<file path="src/rtl/mmu_pmp_pte_check.sv">
// PMP0 stage: sequential PMP check of page-table-walker PTE reads.
// Permitted requests go to the dcache; denied ones become IFU/LSU faults.
//
// Ports:
//   clk, rstn                      clock, async active-low reset
//   i_ptw_pmp0_drive_1/_data_48    request from PTW
//   o_pmp0_ptw_free_1              ready to PTW (IDLE only)
//   o_pmp0_dcache_drive_1/_data_48 permitted request, i_dcache_pmp0_free_1 ready
//   o_pmp0_ifuexp_drive_1/_data_5  fetch fault, i_ifuexp_pmp0_free_1 ready
//   o_pmp0_lsuexp_drive_1/_data_11 load/store fault, i_lsuexp_pmp0_free_1 ready
//   i_csr_pmp*                     pmpcfg/pmpaddr write port
module mmu_pmp_pte_check #(
  parameter int PMP_ENTRIES = 4
) (
  input  logic        clk,
  input  logic        rstn,
  input  logic        i_ptw_pmp0_drive_1,
  output logic        o_pmp0_ptw_free_1,
  input  logic [47:0] i_ptw_pmp0_data_48,
  output logic        o_pmp0_dcache_drive_1,
  input  logic        i_dcache_pmp0_free_1,
  output logic [47:0] o_pmp0_dcache_data_48,
  output logic        o_pmp0_ifuexp_drive_1,
  input  logic        i_ifuexp_pmp0_free_1,
  output logic [4:0]  o_pmp0_ifuexp_data_5,
  output logic        o_pmp0_lsuexp_drive_1,
  input  logic        i_lsuexp_pmp0_free_1,
  output logic [10:0] o_pmp0_lsuexp_data_11,
  input  logic        i_csr_pmpcfg_we_1,
  input  logic        i_csr_pmpaddr_we_1,
  input  logic [3:0]  i_csr_pmp_idx_4,
  input  logic [31:0] i_csr_pmp_wdata_32
);

  typedef enum logic [1:0] {
    IDLE,
    CHECK,
    RESP
  } state_t;

  localparam logic [3:0] LAST = 4'(PMP_ENTRIES - 1);

  state_t      state;
  state_t      state_nxt;
  logic [7:0]  cfg   [16];
  logic [31:0] paddr [16];
  logic [47:0] req;
  logic [3:0]  idx;
  logic        allow;

  logic [31:0] a;
  logic        m_mode;
  logic [7:0]  cur_cfg;
  logic [31:0] cur_addr;
  logic [31:0] lo_addr;
  logic [31:0] napot_mask;
  logic        hit;
  logic        done;
  logic        verdict;
  logic        accept;
  logic        out_fire;
  logic [16:0] tor_lock;
  logic        unused_cfg;

  assign a      = req[37:6];
  assign m_mode = &req[3:2];
  assign accept = (state == IDLE) & i_ptw_pmp0_drive_1;

  // Entry under evaluation this cycle.
  assign cur_cfg    = cfg[idx];
  assign cur_addr   = paddr[idx];
  assign lo_addr    = (idx == 4'd0) ? 32'd0 : paddr[idx - 4'd1];
  assign napot_mask = ~(cur_addr ^ (cur_addr + 32'd1));
  assign unused_cfg = ^cur_cfg[6:5];

  always_comb begin
    hit = 1'b0;
    unique case (cur_cfg[4:3])
      2'b01:   hit = (a >= lo_addr) && (a < cur_addr);
      2'b10:   hit = (a == cur_addr);
      2'b11:   hit = ((a ^ cur_addr) & napot_mask) == 32'd0;
      default: hit = 1'b0;
    endcase
  end

  always_comb begin
    if (hit)
      verdict = m_mode ? (~cur_cfg[7] | cur_cfg[0]) : cur_cfg[0];
    else
      verdict = m_mode;
  end

  assign done = hit | (idx == LAST);

  // State register
  always_ff @(posedge clk or negedge rstn) begin
    if (!rstn) state <= IDLE;
    else       state <= state_nxt;
  end

  // Next state
  always_comb begin
    state_nxt = state;
    unique case (state)
      IDLE:    if (i_ptw_pmp0_drive_1) state_nxt = CHECK;
      CHECK:   if (done) state_nxt = RESP;
      RESP:    if (out_fire) state_nxt = IDLE;
      default: state_nxt = IDLE;
    endcase
  end

  // Outputs
  always_comb begin
    o_pmp0_ptw_free_1     = (state == IDLE);
    o_pmp0_dcache_drive_1 = 1'b0;
    o_pmp0_dcache_data_48 = '0;
    o_pmp0_ifuexp_drive_1 = 1'b0;
    o_pmp0_ifuexp_data_5  = '0;
    o_pmp0_lsuexp_drive_1 = 1'b0;
    o_pmp0_lsuexp_data_11 = '0;
    if (state == RESP) begin
      if (allow) begin
        o_pmp0_dcache_drive_1 = 1'b1;
        o_pmp0_dcache_data_48 = req;
      end else if (!req[1]) begin
        o_pmp0_ifuexp_drive_1 = 1'b1;
        o_pmp0_ifuexp_data_5  = 5'd1;
      end else begin
        o_pmp0_lsuexp_drive_1 = 1'b1;
        o_pmp0_lsuexp_data_11 = {req[43:38], req[0] ? 5'd7 : 5'd5};
      end
    end
  end

  assign out_fire =
    (o_pmp0_dcache_drive_1 & i_dcache_pmp0_free_1) |
    (o_pmp0_ifuexp_drive_1 & i_ifuexp_pmp0_free_1) |
    (o_pmp0_lsuexp_drive_1 & i_lsuexp_pmp0_free_1);

  // Request datapath
  always_ff @(posedge clk or negedge rstn) begin
    if (!rstn) begin
      req   <= '0;
      idx   <= '0;
      allow <= 1'b0;
    end else if (accept) begin
      req <= i_ptw_pmp0_data_48;
      idx <= '0;
    end else if (state == CHECK) begin
      if (done) allow <= verdict;
      else      idx   <= idx + 4'd1;
    end
  end

  // A locked TOR entry also freezes the address below it.
  always_comb begin
    tor_lock = '0;
    for (int i = 0; i < 16; i++)
      tor_lock[i] = (i < PMP_ENTRIES) && cfg[i][7] &&
                    (cfg[i][4:3] == 2'b01);
  end

  // CSR write port
  always_ff @(posedge clk or negedge rstn) begin
    if (!rstn) begin
      for (int i = 0; i < 16; i++) begin
        cfg[i]   <= '0;
        paddr[i] <= '0;
      end
    end else begin
      for (int i = 0; i < 16; i++) begin
        if ((i < PMP_ENTRIES) && (i_csr_pmp_idx_4 == 4'(i))) begin
          if (i_csr_pmpcfg_we_1 && !cfg[i][7])
            cfg[i] <= i_csr_pmp_wdata_32[7:0];
          if (i_csr_pmpaddr_we_1 && !cfg[i][7] && !tor_lock[i+1])
            paddr[i] <= i_csr_pmp_wdata_32;
        end
      end
    end
  end

endmodule

</file>
<file path="config.mk">
export PLATFORM = sky130hd
export DESIGN_NAME = mmu_pmp_pte_check
export DESIGN_NICKNAME = d
export VERILOG_FILES = /design/src/rtl/mmu_pmp_pte_check.sv
export SDC_FILE = /design/constraint.sdc
export NUM_CORES = 1
export LEC_CHECK = 0
export CAP_MARGIN = 10
export CORE_MARGIN = 2
export CORE_UTILIZATION = 55
export CTS_CLUSTER_DIAMETER = 30
export DETAILED_ROUTE_END_ITERATION = 10
export PLACE_DENSITY = 0.8
export SYNTH_ARGS = -nofsm -noshare
export SYNTH_HDL_FRONTEND = slang
export SYNTH_SLANG_ARGS = --single-unit
</file>
<file path="constraint.sdc">
create_clock -name clk -period 10.5 [get_ports clk]
set_input_delay 1.575 -clock clk [delete_from_list [all_inputs] [get_ports clk]]
set_output_delay 1.575 -clock clk [all_outputs]
set_load 0.01 [all_outputs]
</file>
# Yosys cells after proc, flatten, opt, wreduce, memory -nomap -nowiden

Cells that the tools add are included.

Add/sub/neg operators: 3
Magnitude comparators: 4
Equal/unequal tests: 17
Multiplexer cells: 37
Bitwise logic cells: 16
Reductions and logical operators: 39

Operators by type and width:

| operator                                                               | number |
|---|---|
| 32-bit binary-select mux with 4-bit select                             | 2 |
| 32-bit 2-to-1 mux                                                      | 5 |
| 48-bit 2-to-1 mux                                                      | 2 |
| 32-bit XOR                                                             | 2 |
| 11-bit 2-to-1 mux                                                      | 3 |
| 32-bit by 1-bit adder with 32-bit output (second input constant)       | 1 |
| 32-bit AND                                                             | 1 |
| 8-bit binary-select mux with 4-bit select                              | 1 |
| 32-bit equality test                                                   | 1 |
| 32-bit greater-or-equal comparator                                     | 1 |
| 32-bit zero test                                                       | 1 |
| 32-bit less-than comparator                                            | 1 |
| 32-bit NOT                                                             | 1 |
| 2-bit AND reduction                                                    | 10 |
| 8-bit 2-to-1 mux                                                       | 2 |
| 1-bit logical AND                                                      | 15 |
| 1-bit 2-to-1 mux                                                       | 13 |
| 4-bit by 2-bit equality test with 1-bit output (second input constant) | 3 |
| 4-bit 2-to-1 mux                                                       | 3 |
| 2-bit by 1-bit equality test with 1-bit output (second input constant) | 5 |
| 5-bit greater-or-equal comparator (second input constant)              | 2 |
| 4-bit NOT with 5-bit output                                            | 2 |
| 4-bit zero test                                                        | 2 |
| 2-bit 2-to-1 mux                                                       | 4 |
| other kinds (15)                                                       | 33 |

Bits in registers: 215
Bits of input ports: 92

# Longest topological paths before layout

Gate-level depths: netlist of the first run.

Depth in word-level cells: 14
Depth in mapped cells: 24

# Worst setup path before layout of the first run

No wires, ideal clock.

Path kind: flip-flop to flip-flop
From: register idx[0]
To: register idx[3]
Library setup time: 0.129 ns
Arrival: 4.485 ns
Required time: 10.371 ns
Slack: 5.886 ns
Cell stages (with the launch flop): 20
Path through: dfrtp_1 buf_6 buf_4 buf_1 buf_1 mux4_2 nand2_1 ha_1 a21o_1 a21o_1 a221oi_1 o21ai_0 a21oi_1 o21ai_0 o211ai_1 o21ai_0 or3_1 buf_6 o211ai_1 o31ai_1

Longest elaborated chain between the ends: 13

Ends and longest elaborated chain:

| element                                                    | line   | text |
|---|---|---|
| start: declaration                                         | 48     | `logic [3:0] idx;` |
| start signal: assignment                                   | 151    | `else idx <= idx + 4'd1;` |
| 4-bit NOT with 5-bit output (implied by the code)          | 70, 71 |  |
| 32-bit binary-select mux with 4-bit select                 | 71     | `assign cur_addr = paddr[idx];` |
| 32-bit 2-to-1 mux (implied by the code) (2 in a row)       | 71     |  |
| 32-bit by 1-bit adder with 32-bit output                   | 73     | `assign napot_mask = ~(cur_addr ^ (cur_addr + 32'd1));` |
| 32-bit XOR                                                 | 73     |  |
| 32-bit NOT                                                 | 73     |  |
| 32-bit AND                                                 | 81     | `2'b11: hit = ((a ^ cur_addr) & napot_mask) == 32'd0;` |
| 32-bit zero test                                           | 81     |  |
| 1-bit case mux with 3 select lines                         | 78     | `unique case (cur_cfg[4:3])` |
| 1-bit bitwise OR                                           | 93     | `assign done = hit \| (idx == LAST);` |
| 2-bit by 1-bit inequality test with 1-bit output (no line) | n/a    |  |
| 2-bit AND reduction (no line)                              | n/a    |  |

Several ways; a longest one is shown, not always the timed one. The select of a mux whose other input is x is not followed.
A chain may end at the register's enable or synchronous reset.

# Final worst setup path of the first run

Ends and elaborated chain as after synthesis.

==> metrics.md, run 1 <==
| Metric | Value |
|---|---|
| Drc violations | 0 |
| CP Max Fanout | 40 |
| Worst stage delay on the critical path | just under 800 ps |
| Hpwl dp | between 20000 and 25000 µm |
| Nets | between 1000 and 1500 |
| I/O pin total | between 150 and 200 |
| Total track usage | 0.267 |
| Asr flop ratio synth | 1.00 |
| Reg2reg start | idx[0] |
| Synth Cell Area | roughly 12000 µm² |
| Final-report hold violation count | 0 |
| Crit Path Class | reg -> reg |
| Grt total ovfl | 0 |
| Register Area | 4980 µm² |
| Fmax | ~0.19 GHz |
| CTS tree | done |
| Netlist cell types | 56 |
| Post-layout worst setup margin | 5210 ps |
| Die Span Y | between 150 and 200 µm |
| Antenna cell count | 0 |
| Vias | slightly above 9000 |
| Initial core utilization | 0.556 |
| Maximum VDD drop | approximately 0.15 mV |
| Final TNS setup | 0 ps |
| 1st-iter DRT viols | 721 |
| Outcome | finished clean |
| Critical Path End Type | register |
| Worst EP required | roughly 11000 ps |
| DR vias/cell | roughly 6 |
| Max-slew violation count | 0 |
| Share of cells above drive strength 1 | 0.219 |
| # H-tree levels | 4 |
| Worst Setup Start Kind | register |
| Leak | 6.25 nW |
| Antenna violations before repair | 0 |
| Drt pass-1 iters | 6 |
| Post-synth EDFFs | 0 |
| Total routed wirelength | 30100 µm |
| Non-Filler Instances | between 1000 and 1500 |
| Crit path from | idx[0] |
| Worst Min Path Start | req[45] |
| Core footprint | 21700 µm² |
| Post-CTS sizing | 0 |
| Skew final | 13.9 ps |
| Synthesized flop and latch total | roughly 200 |
| Wirelength per Cell | roughly 20 µm |
| CTS Buf Count | 17 |
| Reg clk slew, reported paths | approximately 70 ps |
| Global-route wire length before repair | about 49000 µm |
| Antenna Nets Post-Route | 0 |
| Slowest CP cell | dfrtp_4 |
| Via count of the first global-routing pass | between 9000 and 10000 |
| Pwr Density | roughly 290 nW/µm² |
| CP most frequent cell | o21ai_0 |
| Hold Path Class | reg -> reg |
| Clock Root Buffer | clkbuf_16 |
| YS warnings | between 400 and 500 |
| Rel. slew slack | 0.311 |
| Placement Setup Slack | about 5300 ps |
| Tmin final | around 5300 ps |
| Row count | between 50 and 60 |
| Die width | 152 µm |
| Fin crit share | 0.503 |
| Setup Fix Bufs, Post-CTS | 0 |
| Crit-path cells | buf_4 > nor2_1 > nor4_1 > a21oi_1 > o32ai_2 > buf_4 > nand2_1 > ha_1 > a21o_1 > a21o_1 > a221oi_1 > o21ai_0 > a21oi_1 > o21ai_0 > o211ai_1 > o21ai_0 > or3_1 > o211ai_1 > o31ai_1 |
| Full die area | 23100 µm² |
| FILL cells | approximately 1600 |
| CTS sink cnt | roughly 200 |
| Dominant synthesized flop cell | dfrtp_1 |
| Least-Margin Pin Slew | between 1000 and 1500 ps |
| Area taken by multi-input logic gates | ~6700 µm² |
| Syn avg cell area | approximately 11 µm² |
| Clk_lat worst skew | ~440 ps |
| P&R area growth vs syn | 18.9% |
| Largest net degree at the start of global routing | approximately 120 |
| Max-Cap Viols | 0 |
| Cells after Synth | 1082 |
| Unrepaired setup endpoints after global routing | no |
| Clk buf depth | 2 |
| # port buffers | ~150 |
| Hold Buf Count CTS | 0 |
| Worst EP arrival | approximately 5600 ps |
| Final setup vio count | 0 |
| Post-synthesis sequential area ratio | 0.413 |
| Post-Place Cells | 1466 |
| GPL Wtd Cong | approximately 0.92 |
## sequential cells by signal (all words and copies together), names as in the netlist
register and count:
state 2, cfg 16, paddr 128, idx 4, allow 1, req 48
## stage by stage
stage	power, mW	area (µm²)	hold slack [ps]	util
finish	4.14	14300	472	0.661
global route	4.44	14300	499	0.661
CTS	4.14	14300	476	0.661
detailed placement	3.45	13700	458	0.632
global placement	3.37	13700	449	0.632
floorplan	2.86	12100	437	-
## power by group
group	internal (mW)	switching [mW]
registers	1.01	0.280
logic	1.02	1.16
clock network	0.371	0.305
## path summary, 6_finish.rpt
check / endpoint / depth (start not counted) / slack (ps)
min: req[45] / 2 / 470
max in group asynchronous: idx[0] / 2 / 7610
max: idx[3] / 19 / 5210
max reg2reg: idx[3] / 19 / 5210
min reg2reg: req[45] / 2 / 470
min in group asynchronous: paddr[453] / 1 / 1250
## metal layers
layer,track usage,part of all wire,wire length (µm)
met1,0.381,0.45,13600
met2,0.420,0.46,13900
met3,0.0533,0.070,2120
met4,0.0734,0.019,563
met5,0,0,0
## Yosys cell counts, drive strengths merged (3+ instances only)
library cell / count / area [µm²]
a41oi: 3 / 26.3
nand3: 20 / 105
o211ai: 6 / 45.0
a31o: 4 / 35.0
inv: 19 / 71.3
nor3b: 5 / 37.5
or3: 6 / 37.5
a211oi: 4 / 30.0
nor4: 9 / 77.6
o31ai: 3 / 22.5
o21ai: 20 / 100
a31oi: 4 / 25.0
nor2b: 3 / 18.8
clkbuf: 35 / 131
nand2b: 4 / 25.0
nor2: 28 / 105
nand4: 17 / 128
nor3: 13 / 65.1
and3: 4 / 25.0
mux4: 60 / 1350
ha: 68 / 851
mux2i: 19 / 190
a21o: 19 / 143
mux2: 140 / 1580
o22ai: 9 / 116
and2: 62 / 388
dfrtp: 199 / 4980
a21oi: 28 / 140
nand2: 222 / 833
buf: 30 / 216
## critical path: cells and delay by family, from the launching register on
| kind | cells | cell delay (ps) |
|---|---|---|
| and+or+nand+nor | 4 | 970 |
| DFF | 1 | 780 |
| adders and majority gates | 1 | 300 |
| buffers and inverters | 2 | 1030 |
| AOI/OAI and AO/OA | 12 | 2030 |
## placed cells by master, fill, tap and decap left out, types with 7 or more instances in the layout
cell             netlist  final
a21o_1                19     19
a21oi_1               28     28
and2_1                62     61
buf_4                 14     11
clkbuf_16              0     17
clkdlybuf4s50_1        0    152
dfrtp_1              199    197
ha_1                  68     67
inv_1                 19     19
mux2_2               140    140
mux2i_1               19     19
mux4_2                60     60
nand2_1              222    222
nand3_1               19     19
nand4_1               15     15
nor2_1                28     27
nor3_1                13     13
nor4_1                 7      7
o21ai_0               19     19
## layout make-up
type                            count  area share
Multi-Input combinational cell    804       0.467
Sequential cell                   199       0.348
Timing Repair Buffer              164       0.113
Clock buffer                       19      0.0316
Tap cell                          280      0.0244
Clock inverter                     13      0.0112
Inverter                           19     0.00498
## kinds of logic (layout without fill, tap and decap cells)
logic type / after synthesis / in the layout / share of synthesized area
other cells: 1 / 6 / 0.000311
buf+inv: 84 / 215 / 0.0348
fa+ha+maj: 68 / 68 / 0.0706
mux: 219 / 219 / 0.259
simple gates: 398 / 398 / 0.156
flops: 199 / 199 / 0.413
compound gates: 111 / 111 / 0.0646
xor+xnor: 2 / 2 / 0.00145
Note: power is estimated with default switching activity, not from simulation.
==> run 2, diff against run 1 <==
clock period = 5.4 ns   (was 10.5 ns; I/O delays follow)
==> run 2 against run 1 <==
Sequential power grew 91%. Worst hold slack lost 29 ps. Setup slack lost 4400 ps. Die area is the same. Clock skew shrank 3.9 ps. Sequential cell count is the same. Largest cell class unchanged.
==> metrics.md, run 2 (same netlist as run 1, synthesis figures left out) <==
| Metric | Value |
|---|---|
| Outcome | finished clean |
| Most flop-heavy register | paddr |
| Worst EP required | about 5700 ps |
| Worst stage delay on the critical path | around 710 ps |
| Final-report hold violation count | 0 |
| Commonest cells after routing, fill and taps aside | nand2_1 (222), dfrtp_1 (197), clkdlybuf4s50_1 (152) |
| Drt pass-1 iters | 5 |
| Least-Margin Pin Slew | around 1000 ps |
| Critical Path End | idx[2] |
| CTS tree | done |
| Fin crit share | 0.858 |
| I/O pin total | 160 |
| Setup Fix Bufs, Post-CTS | 0 |
| Drc violations | 0 |
| Core footprint | 21700 µm² |
| Largest registers | paddr: 128 flops, req: 48 flops, cfg: 16 flops |
| Crit-path cells | inv_1 > ha_1 > nor4_1 > a21oi_1 > o32ai_2 > buf_4 > nand2_1 > ha_1 > a211oi_1 > o21ai_0 > a21oi_1 > o21ai_0 > a21oi_1 > o21ai_0 > o211ai_1 > o21ai_0 > or3_1 > o211ai_1 > o31ai_1 |
| Hold Path Class | in -> async |
| CP Max Fanout | 21 |
| Largest register FFs | between 100 and 150 |
| Area taken by multi-input logic gates | about 6700 µm² |
| Initial core utilization | 0.556 |
| Share of cells above drive strength 1 | 0.221 |
| Nets | approximately 1400 |
| Vias | between 9000 and 10000 |
| Antenna Nets Post-Route | 0 |
| Row count | between 50 and 60 |
| Tmin final | between 4000 and 5000 ps |
| Leak | approximately 6.3 nW |
| Buf/Inv on CP | 2 |
| Total track usage | 0.271 |
| Pwr Density | 559 nW/µm² |
| Full die area | 23100 µm² |
| Antenna cell count | 0 |
| Clk_lat worst skew | around 440 ps |
| Clk buf depth | 2 |
| GPL Wtd Cong | between 0.9 and 1 |
| Largest net degree at the start of global routing | roughly 110 |
| Crit Path Class | reg -> reg |
| Grt total ovfl | 0 |
| Crit path from | idx[1] |
| Critical Path End Type | register |
| Reg clk slew, reported paths | ~70 ps |
| Max-slew violation count | 0 |
| Antenna violations before repair | 0 |
| Final setup vio count | 0 |
| Global-route wire length before repair | 49700 µm |
| 1st-iter DRT viols | roughly 730 |
| P&R area growth vs syn | 18.8% |
| Slowest CP cell | dfrtp_2 |
| Worst Setup Start Kind | register |
| Crit path max-delay family | compound AO/OA/AOI/OAI gates |
| Reg2reg start | idx[1] |
| Post-CTS sizing | 0 |
| Hold Buf Count CTS | 0 |
| Worst Reg2Reg Path Length in Cells | 19 |
| Critical path depth in cells | 19 |
| DR vias/cell | 6.11 |
| Die Span Y | about 150 µm |
| Maximum VDD drop | 0.342 mV |
| # H-tree levels | 4 |
| # port buffers | about 150 |
| CTS sink cnt | between 150 and 200 |
| CTS Buf Count | 17 |
| Post-layout util | 0.660 |
| Register Area | 4980 µm² |
| FILL cells | approximately 1600 |
| CP most frequent cell | o21ai_0 |
| Via count of the first global-routing pass | about 9000 |
| Hpwl dp | around 22000 µm |
| Max-Cap Viols | 0 |
| Final TNS setup | 0 ps |
| Wirelength per Cell | roughly 20 µm |
| Clock Root Buffer | clkbuf_16 |
| Rel. slew slack | 0.322 |
| Unrepaired setup endpoints after global routing | no |
| Skew final | slightly above 10 ps |
| Die width | 152 µm |
| Fmax | between 0.2 and 0.25 GHz |
| Worst EP arrival | between 4000 and 5000 ps |
| Total routed wirelength | 30600 µm |
| FF-to-FF setup slack | 770 ps |
| R2r endpoint | idx[2] |
| Most common cell after layout, fill and taps aside | nand2_1 |
-- run 2: changes by cell type in the layout (fill, tap and decap cells not counted), sizes merged --
| cell | delta |
|---|---|
| inv | -2 |
| bufinv | -2 |
| clkbuf | -1 |
| clkinv | +5 |
| clkinvlp | -1 |
| buf | +5 |
-- run 2: final cells by class --
| cell class | instances | share of cell area |
|---|---|---|
| inverter | 19 | 0.00498 |
| sequential | 199 | 0.348 |
| clock buffer | 18 | 0.0307 |
| timing repair buffer | 169 | 0.116 |
| tap | 280 | 0.0245 |
| multi-input combinational | 804 | 0.467 |
| clock inverter | 13 | 0.00839 |
-- run 2: how the worst min path moves through the flow --
stage               cells after the start          to  slack, ps  startpoint
CTS                                     1  paddr[385]        470        rstn
finish                                  1  paddr[385]        440        rstn
global placement                        2      req[5]        450      req[5]
floorplan                               2     req[44]        440     req[44]
global route                            1  paddr[389]        500        rstn
detailed placement                      2     req[44]        460     req[44]
-- run 2: routing by layer --
metal	global-route usage	routed length [µm]	up-vias
li1	-	-	4153
met1	0.407	14200	4607
met2	0.411	13800	376
met3	0.0439	2010	43
met4	0.0779	580	0
met5	0	0	-
-- run 2: through the flow --
| step | instances | worst slack, ps | area (µm²) | hold WS (ps) | total power [mW] |
|---|---|---|---|---|---|
| 2_1_floorplan | 1087 | 786 | 12100 | 437 | 5.56 |
| 3_3_place_gp | 1471 | 941 | 13800 | 449 | 6.63 |
| 3_5_place_dp | 1471 | 828 | 13800 | 462 | 6.74 |
| 4_1_cts | 1502 | 751 | 14300 | 472 | 7.99 |
| 5_1_grt | 1502 | 356 | 14300 | 498 | 8.60 |
| 6_report | 1502 | 767 | 14300 | 443 | 8.01 |
-- run 2: report_power, final --
group	switching [mW]	internal, mW	leakage, nW
Combinational	2.31	2.01	3.53
Sequential	0.520	1.95	2.45
Clock	0.594	0.614	0.269
Total	3.43	4.58	6.25
-- run 2: worst reg2reg max path, cell delays in order (launching register included) --
cell and delay [ps]:
dfrtp_2 710, inv_1 140, ha_1 250, nor4_1 270, a21oi_1 80, o32ai_2 310, buf_4 280, nand2_1 80
ha_1 280, a211oi_1 200, o21ai_0 120, a21oi_1 150, o21ai_0 120, a21oi_1 150, o21ai_0 140, o211ai_1 200
o21ai_0 160, or3_1 530, o211ai_1 250, o31ai_1 100
==> run 3, diff against run 2 <==
clock period = 4.5 ns   (was 5.4 ns; I/O delays follow)
==> run 3 against run 2 <==
Power up 22%. Sequential cell count is the same. Utilization grew 0.40 points. Setup slack got worse by 510 ps. Clock power is 22% higher. Clock-buffer cell count stayed put. Die area is the same.
==> metrics.md, run 3 (same netlist as run 1, synthesis figures left out) <==
| Metric | Value |
|---|---|
| I/O pin total | 160 |
| Hpwl dp | 22600 µm |
| Antenna Nets Post-Route | 0 |
| Outcome | finished clean |
| Final-report hold violation count | 0 |
| Via count of the first global-routing pass | a little over 9000 |
| Tmin final | 4240 ps |
| Worst Reg2Reg Path Length in Cells | 19 |
| Share of cells above drive strength 1 | 0.226 |
| Max-Cap Viols | 0 |
| CP Max Fanout | 14 |
| Rel. slew slack | 0.336 |
| Drt pass-1 iters | 7 |
| Reg clk slew, reported paths | 70 ps |
| CTS Buf Count | 17 |
| Largest register FFs | between 100 and 150 |
| Maximum VDD drop | roughly 0.35 mV |
| Largest registers | paddr: 128 flops, req: 48 flops, cfg: 16 flops |
| Fin crit share | 0.942 |
| Fmax | 0.236 GHz |
| Most flop-heavy register | paddr |
| Total routed wirelength | between 30000 and 40000 µm |
| Row count | 54 |
| Hold Path Class | in -> async |
| Most common cell after layout, fill and taps aside | nand2_1 |
| GPL Wtd Cong | between 0.9 and 1 |
| FF-to-FF setup slack | ~260 ps |
| Vias | slightly above 9000 |
| P&R area growth vs syn | 19.6% |
| Drc violations | 0 |
| Commonest cells after routing, fill and taps aside | nand2_1 (222), dfrtp_1 (197), clkdlybuf4s50_1 (152) |
| Met3 GRT Util | 0.0590 |
| Worst EP required | ~4800 ps |
| Clk buf depth | 2 |
| # H-tree levels | 4 |
| Leak | about 6.3 nW |
| Full die area | 23100 µm² |
| Crit Path Class | reg -> reg |
| CTS sink cnt | between 150 and 200 |
| Die Span Y | ~150 µm |
| Worst Setup Start Kind | register |
| Wirelength per Cell | ~20 µm |
| DR vias/cell | between 6 and 7 |
| Initial core utilization | 0.556 |
| Clk_lat worst skew | approximately 450 ps |
| Total power | between 9 and 10 mW |
| CTS tree | done |
| Grt total ovfl | 0 |
| Reg2reg start | idx[0] |
| Clock Root Buffer | clkbuf_16 |
| Worst EP arrival | 4560 ps |
| Nets | around 1400 |
| Grt met1 use | 0.409 |
| Final setup vio count | 0 |
| Die width | between 150 and 200 µm |
| Max-slew violation count | 0 |
| Least-Margin Pin Slew | ~1000 ps |
| # port buffers | 153 |
| DP Area | 13800 µm² |
| Total track usage | 0.275 |
| Largest net degree at the start of global routing | 104 |
| Core footprint | roughly 22000 µm² |
| Antenna violations before repair | 0 |
| Antenna cell count | 0 |
| Final TNS setup | 0 ps |
| 1st-iter DRT viols | 826 |
| Design Area, Final | about 14000 µm² |
| GRT busiest layer | met2 |
| R2r endpoint | idx[3] |
| Met2 Usage GRT | 0.422 |
| Critical Path End Type | register |
| Pwr Density | 679 nW/µm² |
| Skew final | 9.69 ps |
| Global-route wire length before repair | just over 50000 µm |
[run 3: cell count changes in the layout (fill, tap and decap cells not counted), sizes merged]
cell / previous run / this run
inv: 22 / 24
buf: 16 / 23
clkinv: 8 / 5
clkinvlp: 2 / 1
bufinv: 0 / 1
[run 3: layout make-up]
class                      count  area [µm²]
inverter                      19        71.3
timing repair buffer         176        1750
fill                        1643        7280
tap                          280         350
clock buffer                  18         429
sequential                   199        4980
multi-input combinational    804        6700
clock inverter                12         123
[run 3: per-stage QoR]
| step | util | hold slack [ps] | setup WS (ps) | std cells |
|---|---|---|---|---|
| detailed placement | 0.637 | 455 | 162 | 1474 |
| finish | 0.664 | 305 | 259 | 1508 |
| global route | 0.664 | 363 | -68.1 | 1508 |
| CTS | 0.662 | 338 | 152 | 1504 |
| global placement | 0.637 | 449 | 233 | 1474 |
| floorplan | - | 379 | 8.21 | 1087 |
[run 3: critical path, stage by stage (launching register included)]
cell and delay, ps:
dfrtp_4 450, inv_1 110, ha_1 270, nor4_2 260
a21oi_1 80, o32ai_2 150, buf_6 190, nand2_1 70
ha_1 310, a21o_1 190, a21o_1 170, a221oi_1 290
o21ai_0 140, a21oi_1 160, o21ai_0 150, o211ai_1 210
o21ai_0 160, or3_4 460, o211ai_1 200, o31ai_1 90
[run 3: report_power, final]
group | switching (mW) | internal [mW] | total, mW
Clock | 0.713 | 0.770 | 1.48
Sequential | 0.616 | 2.35 | 2.96
Combinational | 2.82 | 2.52 | 5.34
Total | 4.14 | 5.64 | 9.78
[run 3: how the worst max path moves through the flow]
stage          startpoint  endpoint  slack, ps  depth (start not counted)
3_3_place_gp       idx[0]    idx[3]        230                         16
6_report           idx[0]    idx[3]        260                         19
2_1_floorplan      idx[0]    idx[3]          8                         19
5_1_grt            idx[0]    idx[2]        -70                         19
3_5_place_dp       idx[0]    idx[3]        160                         16
4_1_cts            idx[0]    idx[3]        150                         19
[run 3: routing by layer]
layer / up-vias / wire (µm)
li1: 4150 / -
met1: 4611 / 14000
met2: 403 / 14300
met3: 26 / 2440
met4: 0 / 308
met5: - / 0
[run 3: repair_timing]
action                     CTS  global route
setup endpoints to repair    0             4
resized for setup            0             4
hold buffers                 0             0
buffers inserted             0             4
